### src/rtl/if_stage_pkg.sv
// if_stage_pkg -- shared fetch-path types, constants and FSM encoding.
// Revision: 1.0
`default_nettype none

package if_stage_pkg;

  localparam int INST_ADDR_W = 32;
  localparam int INST_W      = 32;
  localparam int BYTE_W      = 8;

  typedef logic [INST_ADDR_W-1:0] inst_addr_t;
  typedef logic [INST_W-1:0]      inst_t;
  typedef logic [BYTE_W-1:0]      mem_byte_t;

  localparam inst_t ZERO_WORD = '0;
  localparam logic  TRUE      = 1'b1;
  localparam logic  FALSE     = 1'b0;

  localparam int ICACHE_LINES_DEF = 64;
  localparam int ICACHE_IDX_W_DEF = $clog2(ICACHE_LINES_DEF);
  typedef logic [ICACHE_IDX_W_DEF-1:0] icache_index_t;

  typedef logic [0:0] fsm_state_t;
  localparam fsm_state_t ST_FETCH = 1'b0;
  localparam fsm_state_t ST_DONE  = 1'b1;

  // Tag width left after the word offset and the line index are removed.
  function automatic int icache_tag_w(input int lines);
    return INST_ADDR_W - $clog2(lines) - 2;
  endfunction

endpackage

`default_nettype wire

### src/rtl/if_stage_if.sv
// if_stage_if -- redirect/stall controls, byte memory port and IF/ID outputs.
// Revision: 1.0
`default_nettype none

interface if_stage_if;
  import if_stage_pkg::*;

  logic       branch_interception;
  inst_addr_t branch_target;
  logic       id_stall;
  logic       mem_busy;
  mem_byte_t  mem_din;
  logic       mem_rd_en;
  inst_addr_t mem_addr;
  inst_addr_t if_pc;
  inst_t      if_inst;

  modport master (
    input  branch_interception, branch_target, id_stall, mem_busy, mem_din,
    output mem_rd_en, mem_addr, if_pc, if_inst
  );

  modport slave (
    output branch_interception, branch_target, id_stall, mem_busy, mem_din,
    input  mem_rd_en, mem_addr, if_pc, if_inst
  );

endinterface

`default_nettype wire

### src/rtl/if_stage_icache.sv
// if_stage_icache -- direct-mapped one-word-per-line instruction cache.
// Revision: 1.0
`default_nettype none

module if_stage_icache
  import if_stage_pkg::*;
#(
  parameter int LINES = ICACHE_LINES_DEF
) (
  input  logic       clk,
  input  logic       rst,
  input  inst_addr_t i_lu_pc,
  output logic       o_lu_hit,
  output inst_t      o_lu_inst,
  input  logic       i_fill_we,
  input  inst_addr_t i_fill_pc,
  input  inst_t      i_fill_inst
);

  localparam int c_idx_w = $clog2(LINES);
  localparam int c_tag_w = icache_tag_w(LINES);

  logic [LINES-1:0]   r_valid;
  logic [c_tag_w-1:0] r_tag  [LINES];
  inst_t              r_data [LINES];

  logic [c_idx_w-1:0] w_lu_idx;
  logic [c_idx_w-1:0] w_fill_idx;
  logic [c_tag_w-1:0] w_lu_tag;
  logic [c_tag_w-1:0] w_fill_tag;
  logic               w_unused;

  assign w_lu_idx   = i_lu_pc[c_idx_w+1:2];
  assign w_lu_tag   = i_lu_pc[INST_ADDR_W-1:c_idx_w+2];
  assign w_fill_idx = i_fill_pc[c_idx_w+1:2];
  assign w_fill_tag = i_fill_pc[INST_ADDR_W-1:c_idx_w+2];
  assign w_unused   = &{1'b0, i_lu_pc[1:0], i_fill_pc[1:0]};

  assign o_lu_hit  = r_valid[w_lu_idx] && (r_tag[w_lu_idx] == w_lu_tag);
  assign o_lu_inst = r_data[w_lu_idx];

  always_ff @(posedge clk) begin
    if (rst) begin
      r_valid <= '0;
    end else if (i_fill_we) begin
      r_valid[w_fill_idx] <= 1'b1;
    end
  end

  // Payload arrays carry no reset; the valid bits alone qualify them.
  always_ff @(posedge clk) begin
    if (i_fill_we) begin
      r_tag[w_fill_idx]  <= w_fill_tag;
      r_data[w_fill_idx] <= i_fill_inst;
    end
  end

endmodule

`default_nettype wire

### src/rtl/if_stage.sv
// if_stage -- PC owner; fetches each word as four byte reads, presents it to IF/ID.
// Optional direct-mapped instruction cache enabled by defining ICACHE_EN. Revision: 1.0
`default_nettype none

module if_stage
  import if_stage_pkg::*;
#(
  parameter inst_addr_t RESET_PC     = 32'h0,
  parameter int         ICACHE_LINES = ICACHE_LINES_DEF
) (
  input  logic       clk,
  input  logic       rst,
  if_stage_if.master bus
);

  fsm_state_t r_state, w_state_n;
  inst_addr_t r_pc, w_pc_n;
  logic [2:0] r_cnt, w_cnt_n;
  logic       r_pending, w_pending_n;
  logic [1:0] r_lane, w_lane_n;
  logic [23:0] r_asm, w_asm_n;
  inst_addr_t r_if_pc, w_if_pc_n;
  inst_t      r_if_inst, w_if_inst_n;
  logic       r_rd_en, w_rd_en_n;
  inst_addr_t r_addr, w_addr_n;
  logic       r_hit, w_hit_n;
  inst_t      r_hit_inst;

  logic       w_accept;
  logic       w_cap3;
  inst_t      w_word;
  logic       w_lu_hit;
  inst_t      w_lu_inst;

  assign w_accept = r_rd_en & ~bus.mem_busy;
  assign w_cap3   = r_pending & (r_lane == 2'd3);
  assign w_word   = {bus.mem_din, r_asm};

  always_ff @(posedge clk) begin
    if (rst) begin
      r_state <= ST_FETCH;
    end else begin
      r_state <= w_state_n;
    end
  end

  always_comb begin
    w_state_n = r_state;
    if (bus.branch_interception) begin
      w_state_n = ST_FETCH;
    end else begin
      case (r_state)
        ST_FETCH: if (w_cap3 || r_hit)   w_state_n = ST_DONE;
        ST_DONE:  if (!bus.id_stall)     w_state_n = ST_FETCH;
        default:                         w_state_n = ST_FETCH;
      endcase
    end
  end

  always_comb begin
    w_pc_n      = r_pc;
    w_cnt_n     = r_cnt;
    w_pending_n = FALSE;
    w_lane_n    = r_lane;
    w_asm_n     = r_asm;
    w_if_pc_n   = r_if_pc;
    w_if_inst_n = r_if_inst;
    if (bus.branch_interception) begin
      // Any byte still in flight is dropped by leaving pending clear.
      w_pc_n      = bus.branch_target;
      w_cnt_n     = 3'd0;
      w_if_pc_n   = ZERO_WORD;
      w_if_inst_n = ZERO_WORD;
    end else if (r_state == ST_FETCH) begin
      if (w_accept) begin
        w_cnt_n     = r_cnt + 3'd1;
        w_pending_n = TRUE;
        w_lane_n    = r_cnt[1:0];
      end
      if (r_pending) begin
        case (r_lane)
          2'd0:    w_asm_n[7:0]   = bus.mem_din;
          2'd1:    w_asm_n[15:8]  = bus.mem_din;
          2'd2:    w_asm_n[23:16] = bus.mem_din;
          default: w_asm_n        = r_asm;
        endcase
      end
      if (w_cap3) begin
        w_if_pc_n   = r_pc;
        w_if_inst_n = w_word;
      end else if (r_hit) begin
        w_if_pc_n   = r_pc;
        w_if_inst_n = r_hit_inst;
      end
    end else if (!bus.id_stall) begin
      w_pc_n      = r_pc + 32'd4;
      w_cnt_n     = 3'd0;
      w_if_pc_n   = ZERO_WORD;
      w_if_inst_n = ZERO_WORD;
    end
  end

  // The next request is decided one cycle ahead so the memory port is registered.
  always_comb begin
    w_hit_n   = (w_state_n == ST_FETCH) && (w_cnt_n == 3'd0) && w_lu_hit;
    w_rd_en_n = (w_state_n == ST_FETCH) && (w_cnt_n < 3'd4) && !w_hit_n;
    w_addr_n  = w_pc_n + {29'd0, w_cnt_n};
  end

  always_ff @(posedge clk) begin
    if (rst) begin
      r_pc       <= RESET_PC;
      r_cnt      <= 3'd0;
      r_pending  <= FALSE;
      r_lane     <= 2'd0;
      r_asm      <= '0;
      r_if_pc    <= ZERO_WORD;
      r_if_inst  <= ZERO_WORD;
      r_rd_en    <= FALSE;
      r_addr     <= '0;
      r_hit      <= FALSE;
      r_hit_inst <= ZERO_WORD;
    end else begin
      r_pc       <= w_pc_n;
      r_cnt      <= w_cnt_n;
      r_pending  <= w_pending_n;
      r_lane     <= w_lane_n;
      r_asm      <= w_asm_n;
      r_if_pc    <= w_if_pc_n;
      r_if_inst  <= w_if_inst_n;
      r_rd_en    <= w_rd_en_n;
      r_addr     <= w_addr_n;
      r_hit      <= w_hit_n;
      r_hit_inst <= w_lu_inst;
    end
  end

  assign bus.mem_rd_en = r_rd_en;
  assign bus.mem_addr  = r_addr;
  assign bus.if_pc     = r_if_pc;
  assign bus.if_inst   = r_if_inst;

`ifdef ICACHE_EN
  logic w_fill_we;

  // A word overtaken by a redirect is not written into the cache.
  assign w_fill_we = w_cap3 & ~bus.branch_interception;

  if_stage_icache #(
    .LINES (ICACHE_LINES)
  ) u_icache (
    .clk         (clk),
    .rst         (rst),
    .i_lu_pc     (w_pc_n),
    .o_lu_hit    (w_lu_hit),
    .o_lu_inst   (w_lu_inst),
    .i_fill_we   (w_fill_we),
    .i_fill_pc   (r_pc),
    .i_fill_inst (w_word)
  );
`else
  localparam int c_unused_icache_lines = ICACHE_LINES;

  assign w_lu_hit  = FALSE;
  assign w_lu_inst = ZERO_WORD;
`endif

endmodule

`default_nettype wire
### src/flat_wrapper.sv
// flat-port wrapper written by rule: the top's interface ports become plain ports
module if_stage_flat import if_stage_pkg::*;
#(
  parameter inst_addr_t RESET_PC     = 32'h0,
  parameter int         ICACHE_LINES = ICACHE_LINES_DEF
)
  (clk, rst, bus_branch_interception, bus_branch_target, bus_id_stall, bus_mem_busy, bus_mem_din, bus_mem_rd_en, bus_mem_addr, bus_if_pc, bus_if_inst);
  if_stage_if bus_i ();
  input  logic clk;
  input  logic rst;
  input wire logic [$bits(bus_i.branch_interception)-1:0] bus_branch_interception;
  input wire logic [$bits(bus_i.branch_target)-1:0] bus_branch_target;
  input wire logic [$bits(bus_i.id_stall)-1:0] bus_id_stall;
  input wire logic [$bits(bus_i.mem_busy)-1:0] bus_mem_busy;
  input wire logic [$bits(bus_i.mem_din)-1:0] bus_mem_din;
  output wire logic [$bits(bus_i.mem_rd_en)-1:0] bus_mem_rd_en;
  output wire logic [$bits(bus_i.mem_addr)-1:0] bus_mem_addr;
  output wire logic [$bits(bus_i.if_pc)-1:0] bus_if_pc;
  output wire logic [$bits(bus_i.if_inst)-1:0] bus_if_inst;
  assign bus_i.branch_interception = bus_branch_interception;
  assign bus_i.branch_target = bus_branch_target;
  assign bus_i.id_stall = bus_id_stall;
  assign bus_i.mem_busy = bus_mem_busy;
  assign bus_i.mem_din = bus_mem_din;
  assign bus_mem_rd_en = bus_i.mem_rd_en;
  assign bus_mem_addr = bus_i.mem_addr;
  assign bus_if_pc = bus_i.if_pc;
  assign bus_if_inst = bus_i.if_inst;
  if_stage #(.RESET_PC(RESET_PC), .ICACHE_LINES(ICACHE_LINES)) u_core (.clk(clk), .rst(rst), .bus(bus_i));
endmodule
### config.mk
export PLATFORM = sky130hd
export DESIGN_NAME = if_stage_flat
export DESIGN_NICKNAME = d
export VERILOG_FILES = /design/src/rtl/if_stage_pkg.sv /design/src/rtl/if_stage_if.sv /design/src/rtl/if_stage_icache.sv /design/src/rtl/if_stage.sv /design/src/flat_wrapper.sv
export SDC_FILE = /design/constraint.sdc
export NUM_CORES = 1
export LEC_CHECK = 0
export ABC_AREA = 1
export BUFFER_PORTS_ARGS = -buffer_cell sky130_fd_sc_hd__buf_2
export CORE_ASPECT_RATIO = 1.4
export CORE_MARGIN = 3
export CORE_UTILIZATION = 30
export CTS_BUF_LIST = sky130_fd_sc_hd__clkbuf_16
export DETAILED_ROUTE_END_ITERATION = 10
export GPL_TIMING_DRIVEN = 0
export HOLD_SLACK_MARGIN = 0.05
export SKIP_CTS_REPAIR_TIMING = 1
export SLEW_MARGIN = 20
export SYNTH_ARGS = -nofsm -noshare
export SYNTH_HDL_FRONTEND = slang
export SYNTH_HIERARCHICAL = 1
export SYNTH_SLANG_ARGS = --single-unit
### constraint.sdc
create_clock -name clk -period 4.4 [get_ports clk]
set_input_delay 0.44 -clock clk [delete_from_list [all_inputs] [get_ports clk]]
set_output_delay 0.44 -clock clk [all_outputs]
set_load 0.01 [all_outputs]
==> out/qor.csv, run 1 <==
metric,value,unit
ctsRootBufferMaster,clkbuf_16,
seqPwrFrac,46.7,%
fp.coreArea,0.0243,mm²
ir_worst_vdd,0.000235,V
synth_fa_ha_area_share,1.10,%
start_util,30.9,%
crit_buf_inv,8,
nFillCells,2643,
htreeDepth,4,
drt_wl_total,24300,µm
cts_buffer_depth,2,
vias,7560,
synth-seq-area-share,42.7,%
rsz0062_at_grt,no,
synth_top_flop_cell,dfxtp_1,
swShare,27.3,%
clk_pin_slew,0.06,ns
gr-total-overflow,0,
worstRegToRegCells,20,
final_core_util,37.7,%
drv_slew,0,
max_stage_delay,0.35,ns
nets,1296,
synthArstFlopShare,0,%
min_path_cells,3,
clock_skew,0.0108,ns
synth_compound_area_share,10.0,%
die_area,0.0270,mm²
firstDrtPassIters,7,
synth_cells,1085,
end_kind,register,
p_per_area,357,mW/mm²
hpwl,18800,µm
ys_ff_latch,160,
drtIter0Drc,420,
grt_max_degree,17,
synth_area_leader_cell,dfxtp_1,
syn_nets,1136,
max_freq,247,MHz
cp_cell_sequence,buf_2 > inv_1 > buf_2 > buf_2 > buf_2 > clkbuf_4 > nand2_1 > nor3_1 > ha_1 > inv_1 > fa_1 > inv_1 > nand2_1 > nand2_1 > nand3_1 > nor2_1 > nand3_1 > nor2_4 > nand3_2 > nor3_2 > nand3_1 > nand2_1 > nand2_1,
startpoint,bus_branch_interception,
grt_pass1_wl,37500,µm
wire_per_inst,15.5,µm
area_growth,22.3,%
clock_latency,0.44,ns
status,"finished, final reports clean",
ys_types,37,
worstSetupPathType,input pin to register,
critical_path.top_delay_family,simple AND/OR/NAND/NOR gates,
p_clk_share,45.0,%
drive_gt1_share,18.7,%
worstPathArrival,4.37,ns
slowest_stage,nor3_1,
layout_min_cycle_time,4.04,ns
power.net_switching,0.895,mW
relSlewSlack,35.7,%
tns,0,ns
cp-start-kind,input pin,
numCtsBuffers,17,
syn_avg_cell_area,6.92,µm²
cp.depth,23,
finalCritPeriodShare,91.9,%
die_w,140,µm
num_rows,67,
syn_area,0.00750,mm²
yosys_warnings,6,
synthSimpleGateAreaFrac,37.5,%
drv_cap,0,
critPathMaxFanout,10,
grt_pass1_vias,7272,
antenna_found_initial,0,
drc,0,
cpMostUsedCell,nand2_1,
io_pins,142,
yosysTopAreaCellShare,42.7,%
die_y,193,µm
worstPathRequired,4.72,ns
cts_sinks,160,
synth_edf_count,0,
ys_top_cells_by_area,"dfxtp_1, nand3_1, nand2_1, nor2_1, a21oi_1",
hold_class,input pin to register,
hold_violations,0,
layoutNonFillerInstCount,1568,
io_buffers,141,
setup_viol,0,
hold_start,bus_branch_target[0],
vias_per_cell,4.82,
cts_tree,built,
leakagePower,3.99,nW
place_congestion,0.897,
regToRegStartpoint,u_core/r_state,
route.antenna.remaining_nets,0,
combinationalPowerShare,8.4,%
muxShareOfSynthArea,0.133,%
cell_internal_pwr,2.38,mW
worst_pin_slew,0.957,ns
dp.cells,1536,
grt_use_total,17.8,%
synth_top_family_by_area,simple AND/OR/NAND/NOR gates,
synth_xor_area_share,0.117,%
num_antenna_cells,0,
-- per-stage QoR --
step           power [mW]  setup slack, ns  instance area (µm²)  hold slack [ns]
6_report             3.27            0.355                 9180            0.302
5_1_grt              3.40          0.00804                 9180            0.304
4_1_cts              3.30            0.300                 9170            0.283
3_5_place_dp         1.84           -0.158                 8600            0.437
3_3_place_gp         1.83           -0.125                 8600            0.438
2_1_floorplan        1.72            0.967                 7500            0.424
-- power groups by stage --
stage / Combinational (mW) / Clock (mW) / Sequential [mW]
finish: 0.274 / 1.47 / 1.53
global route: 0.314 / 1.55 / 1.53
CTS: 0.277 / 1.50 / 1.53
detailed placement: 0.276 / 0 / 1.56
global placement: 0.273 / 0 / 1.56
floorplan: 0.162 / 0 / 1.56
-- synthesized netlist by cell type (2+ instances only) --
library cell	count
nand3_1	199
o21ai_1	4
nor2_2	11
buf_1	2
inv_1	105
dfxtp_1	160
nor2_1	139
buf_2	5
o21ai_0	45
nor2_4	7
nor4_1	2
or2_2	17
ha_1	5
nor3_1	7
nand2_1	183
nand2_2	9
clkbuf_1	44
nand4_1	20
nand3_2	4
inv_2	4
nand3b_1	3
a21oi_1	94
nor2_8	2
-- cell usage in the layout (no fill, tap or decap), types with 2 or more instances in the layout --
| cell | instances |
|---|---|
| nor4_1 | 2 |
| clkinv_4 | 2 |
| clkbuf_16 | 17 |
| nand3_2 | 4 |
| buf_1 | 2 |
| nor3_1 | 7 |
| nand4_1 | 20 |
| ha_1 | 5 |
| clkbuf_1 | 44 |
| dfxtp_1 | 160 |
| o21ai_1 | 4 |
| inv_6 | 6 |
| nand2_2 | 9 |
| nand3b_1 | 3 |
| o21ai_0 | 45 |
| buf_2 | 145 |
| inv_8 | 2 |
| nor2_4 | 7 |
| a21oi_1 | 94 |
| nor2_1 | 139 |
| nand2_1 | 183 |
| nor2_2 | 11 |
| inv_1 | 106 |
| or2_2 | 17 |
| nand3_1 | 199 |
| inv_2 | 4 |
| clkinvlp_4 | 3 |
| nor2_8 | 2 |
-- path summary, 6_finish.rpt --
kind / to / slack, ns
max: u_core/bus.mem_addr[28] / 0.36
min reg2reg: u_core/r_asm[6] / 0.45
max reg2reg: u_core/bus.mem_addr[28] / 0.42
min: u_core/r_pc[0] / 0.30
-- worst min-delay path, delay by kind of cell --
kind	cells	cell delay [ns]
buf+inv	1	0.10
simple gates	1	0.08
compound gates	1	0.07
-- flip-flops by register name, summed over array words and instances, names as in the netlist --
signal	flops
u_core/bus.if_pc	32
u_core/r_asm	24
u_core/r_state	1
u_core/r_pc	32
u_core/r_lane	2
u_core/r_cnt	3
u_core/r_pending	1
u_core/bus.mem_rd_en	1
u_core/bus.mem_addr	32
u_core/bus.if_inst	32
-- layout make-up --
type,instances,area [µm²],area share [%]
Clock buffer,17,425,4.64
Inverter,110,413,4.50
Tap cell,310,388,4.23
Buffer,53,219,2.39
Timing Repair Buffer,141,706,7.69
Clock inverter,15,149,1.62
Sequential cell,160,3200,34.9
Multi-Input combinational cell,762,3670,40.0
-- kinds of logic (layout without fill, tap and decap cells) --
family | Yosys count | in the layout
AO/OA/AOI/OAI | 148 | 148
XOR/XNOR | 1 | 1
buffers and inverters | 163 | 336
multiplexers | 1 | 1
flip-flops | 160 | 160
adder cells (fa/ha/maj) | 6 | 6
AND/OR/NAND/NOR | 606 | 606
-- metal layers --
layer / part of all wire [%] / GRT usage (%) / vias up
met1: 41 / 19.8 / 3443
met3: 3.9 / 2.86 / 46
li1: - / - / 3886
met4: 3.0 / 7.46 / 0
met5: 0 / 0 / -
met2: 53 / 33.7 / 185
Power figures use the tool's default switching activity.
==> inputs of run 2 (changes only) <==
--- a/config.mk
+++ b/config.mk
@@ -9,11 +9,12 @@
 export BUFFER_PORTS_ARGS = -buffer_cell sky130_fd_sc_hd__buf_2
 export CORE_ASPECT_RATIO = 1.4
 export CORE_MARGIN = 3
-export CORE_UTILIZATION = 30
+export CORE_UTILIZATION = 56
 export CTS_BUF_LIST = sky130_fd_sc_hd__clkbuf_16
 export DETAILED_ROUTE_END_ITERATION = 10
-export GPL_TIMING_DRIVEN = 0
 export HOLD_SLACK_MARGIN = 0.05
+export PLACE_DENSITY = 0.8
+export REMOVE_ABC_BUFFERS = 1
 export SKIP_CTS_REPAIR_TIMING = 1
 export SLEW_MARGIN = 20
 export SYNTH_ARGS = -nofsm -noshare
==> out/qor.csv, run 2 (synthesis gave the netlist of run 1 again) <==
metric,value,unit,change
fin_ws,0.983,ns,+0.628 ns
clk_pin_slew,0.07,ns,about the same
cpMostUsedCell,inv_1,,
wire_per_inst,14.6,µm,-5.9%
final_common_cell,nand3_1,,
hold_class,input pin to register,,
cp.depth,23,,unchanged
num_rows,49,,-27%
cp-start-kind,register,,
grt_max_degree,71,,+54
grt_pass1_vias,7023,,-3.4%
vias,7538,,-0.29%
io_pins,142,,unchanged
end_kind,register,,
seqCellArea,0.00320,mm²,unchanged
numCtsBuffers,17,,unchanged
hpwl,13800,µm,-27%
slowest_stage,dfxtp_1,,
setup_viol,0,,unchanged
p_clk_share,46.6,%,+1.6 points
critPathMaxFanout,5,,-5
dpl_worst_slack,0.966,ns,+1.12 ns
num_antenna_cells,0,,unchanged
regToRegStartpoint,u_core/bus.mem_rd_en,,
worstRegToRegCells,23,,+15%
seqPwrFrac,45.8,%,-0.9 points
area_growth,18.6,%,
p_per_area,375,mW/mm²,+5.2%
layout_min_cycle_time,3.42,ns,-0.628 ns
firstDrtPassIters,6,,-1
worst_r2r_endpoint,u_core/bus.mem_addr[28],,
placed_area,0.00828,mm²,-3.7%
crit_end,u_core/bus.mem_addr[28],,
grt_pass1_wl,33100,µm,-12%
leakagePower,3.97,nW,-0.65%
tns,0,ns,unchanged
multiInputGateArea,0.00368,mm²,+0.27%
final_cell_area,0.00890,mm²,-3.0%
worstPathArrival,3.74,ns,-0.63 ns
drt_wl_total,20300,µm,-17%
htreeDepth,4,,unchanged
fp.coreArea,0.0130,mm²,-47%
clock_latency,0.42,ns,-0.02 ns
cts_sinks,160,,unchanged
hold_violations,0,,unchanged
rsz0062_at_grt,no,,
drtIter0Drc,507,,+21%
most-common-layout-cells,"nand3_1, nand2_1, dfxtp_1",,
combinationalPowerShare,7.7,%,-0.7 points
die_y,143,µm,-26%
cts_tree,built,,
drv_slew,0,,unchanged
drv_cap,0,,unchanged
vias_per_cell,5.42,,+12%
drc,0,,unchanged
swShare,25.4,%,-1.9 points
nFillCells,1182,,-55%
nets,1250,,-3.5%
grt_use_total,27.0,%,+9.2 points
die_area,0.0148,mm²,-45%
critical_path.top_delay_family,simple AND/OR/NAND/NOR gates,,
max_stage_delay,0.35,ns,about the same
regToRegSetupSlack,0.98,ns,+0.56 ns
worstSetupPathType,register to register,,
relSlewSlack,35.2,%,-0.45 points
max_freq,293,MHz,+18%
drive_gt1_share,19.7,%,+1.0 points
io_buffers,141,,unchanged
worst_pin_slew,0.964,ns,+0.00669 ns
worstPathRequired,4.73,ns,about the same
crit_buf_inv,6,,-2
place_congestion,0.924,,+3.0%
finalCritPeriodShare,77.7,%,-14 points
route.antenna.remaining_nets,0,,unchanged
status,"finished, final reports clean",,
cp_cell_sequence,inv_1 > nor2_1 > inv_1 > nor2_1 > inv_1 > nand2_1 > inv_1 > nor3_1 > ha_1 > inv_1 > fa_1 > inv_1 > nand2_1 > nand2_1 > nand3_1 > nor2_1 > nand3_1 > nor2_4 > nand3_2 > nor3_2 > nand3_1 > nand2_1 > nand2_1,,
antenna_found_initial,0,,unchanged
cell_internal_pwr,2.49,mW,+4.8%
clock_skew,0.0156,ns,+0.00483 ns
gr-total-overflow,0,,unchanged
final_core_util,68.5,%,+31 points
ir_worst_vdd,0.000218,V,-7.2%
cts_buffer_depth,2,,unchanged
power.net_switching,0.849,mW,-5.1%
start_util,57.7,%,+27 points
die_w,104,µm,-26%
startpoint,u_core/bus.mem_rd_en,,
ctsRootBufferMaster,clkbuf_16,,
-- run 2: worst min path at each step --
stage	from	end	slack, ns	depth (start not counted)
after floorplan	u_core/r_asm[0]	u_core/r_asm[0]	0.43	2
after global placement	u_core/r_asm[4]	u_core/r_asm[4]	0.43	2
after detailed placement	u_core/r_asm[2]	u_core/r_asm[2]	0.44	2
after CTS	bus_mem_din[1]	u_core/r_asm[9]	0.28	3
after global routing	bus_mem_din[7]	u_core/r_asm[23]	0.31	3
final	bus_mem_din[1]	u_core/r_asm[9]	0.29	3
-- run 2: worst reg2reg max path: stages, from the launching register on --
cell and delay, ns:
dfxtp_1 0.35, inv_1 0.05, nor2_1 0.16, inv_1 0.09, nor2_1 0.21, inv_1 0.09
nand2_1 0.07, inv_1 0.06, nor3_1 0.15, ha_1 0.22, inv_1 0.06, fa_1 0.35
inv_1 0.08, nand2_1 0.06, nand2_1 0.06, nand3_1 0.11, nor2_1 0.20, nand3_1 0.17
nor2_4 0.17, nand3_2 0.15, nor3_2 0.23, nand3_1 0.12, nand2_1 0.08, nand2_1 0.05
-- run 2: cell type report --
cell class | count | area share [%]
multi-input cells | 762 | 41.4
flip-flops and latches | 160 | 36.0
repair buffers | 148 | 8.52
clock buffers | 17 | 4.78
inverters | 110 | 4.64
well taps | 178 | 2.50
clock inverters | 15 | 2.21
-- run 2: power groups by stage --
stage	registers (mW)	clock network (mW)	logic [mW]
global route	1.53	1.63	0.291
global placement	1.56	0	0.250
CTS	1.53	1.57	0.256
finish	1.53	1.56	0.257
detailed placement	1.56	0	0.253
floorplan	1.56	0	0.149
-- run 2: per-layer routing --
| layer | vias to the layer above | GRT usage [%] | wire (µm) |
|---|---|---|---|
| met2 | 277 | 48.5 | 10300 |
| li1 | 3781 | - | - |
| met5 | - | 0 | 0 |
| met4 | 0 | 11.4 | 544 |
| met3 | 48 | 4.34 | 1020 |
| met1 | 3432 | 32.2 | 8450 |
-- run 2: metrics by stage --
step	total power, mW	hold WS, ns	instances
finish	3.34	0.291	1390
global route	3.46	0.311	1390
CTS	3.35	0.285	1390
detailed placement	1.81	0.437	1358
global placement	1.81	0.433	1358
floorplan	1.71	0.426	1032
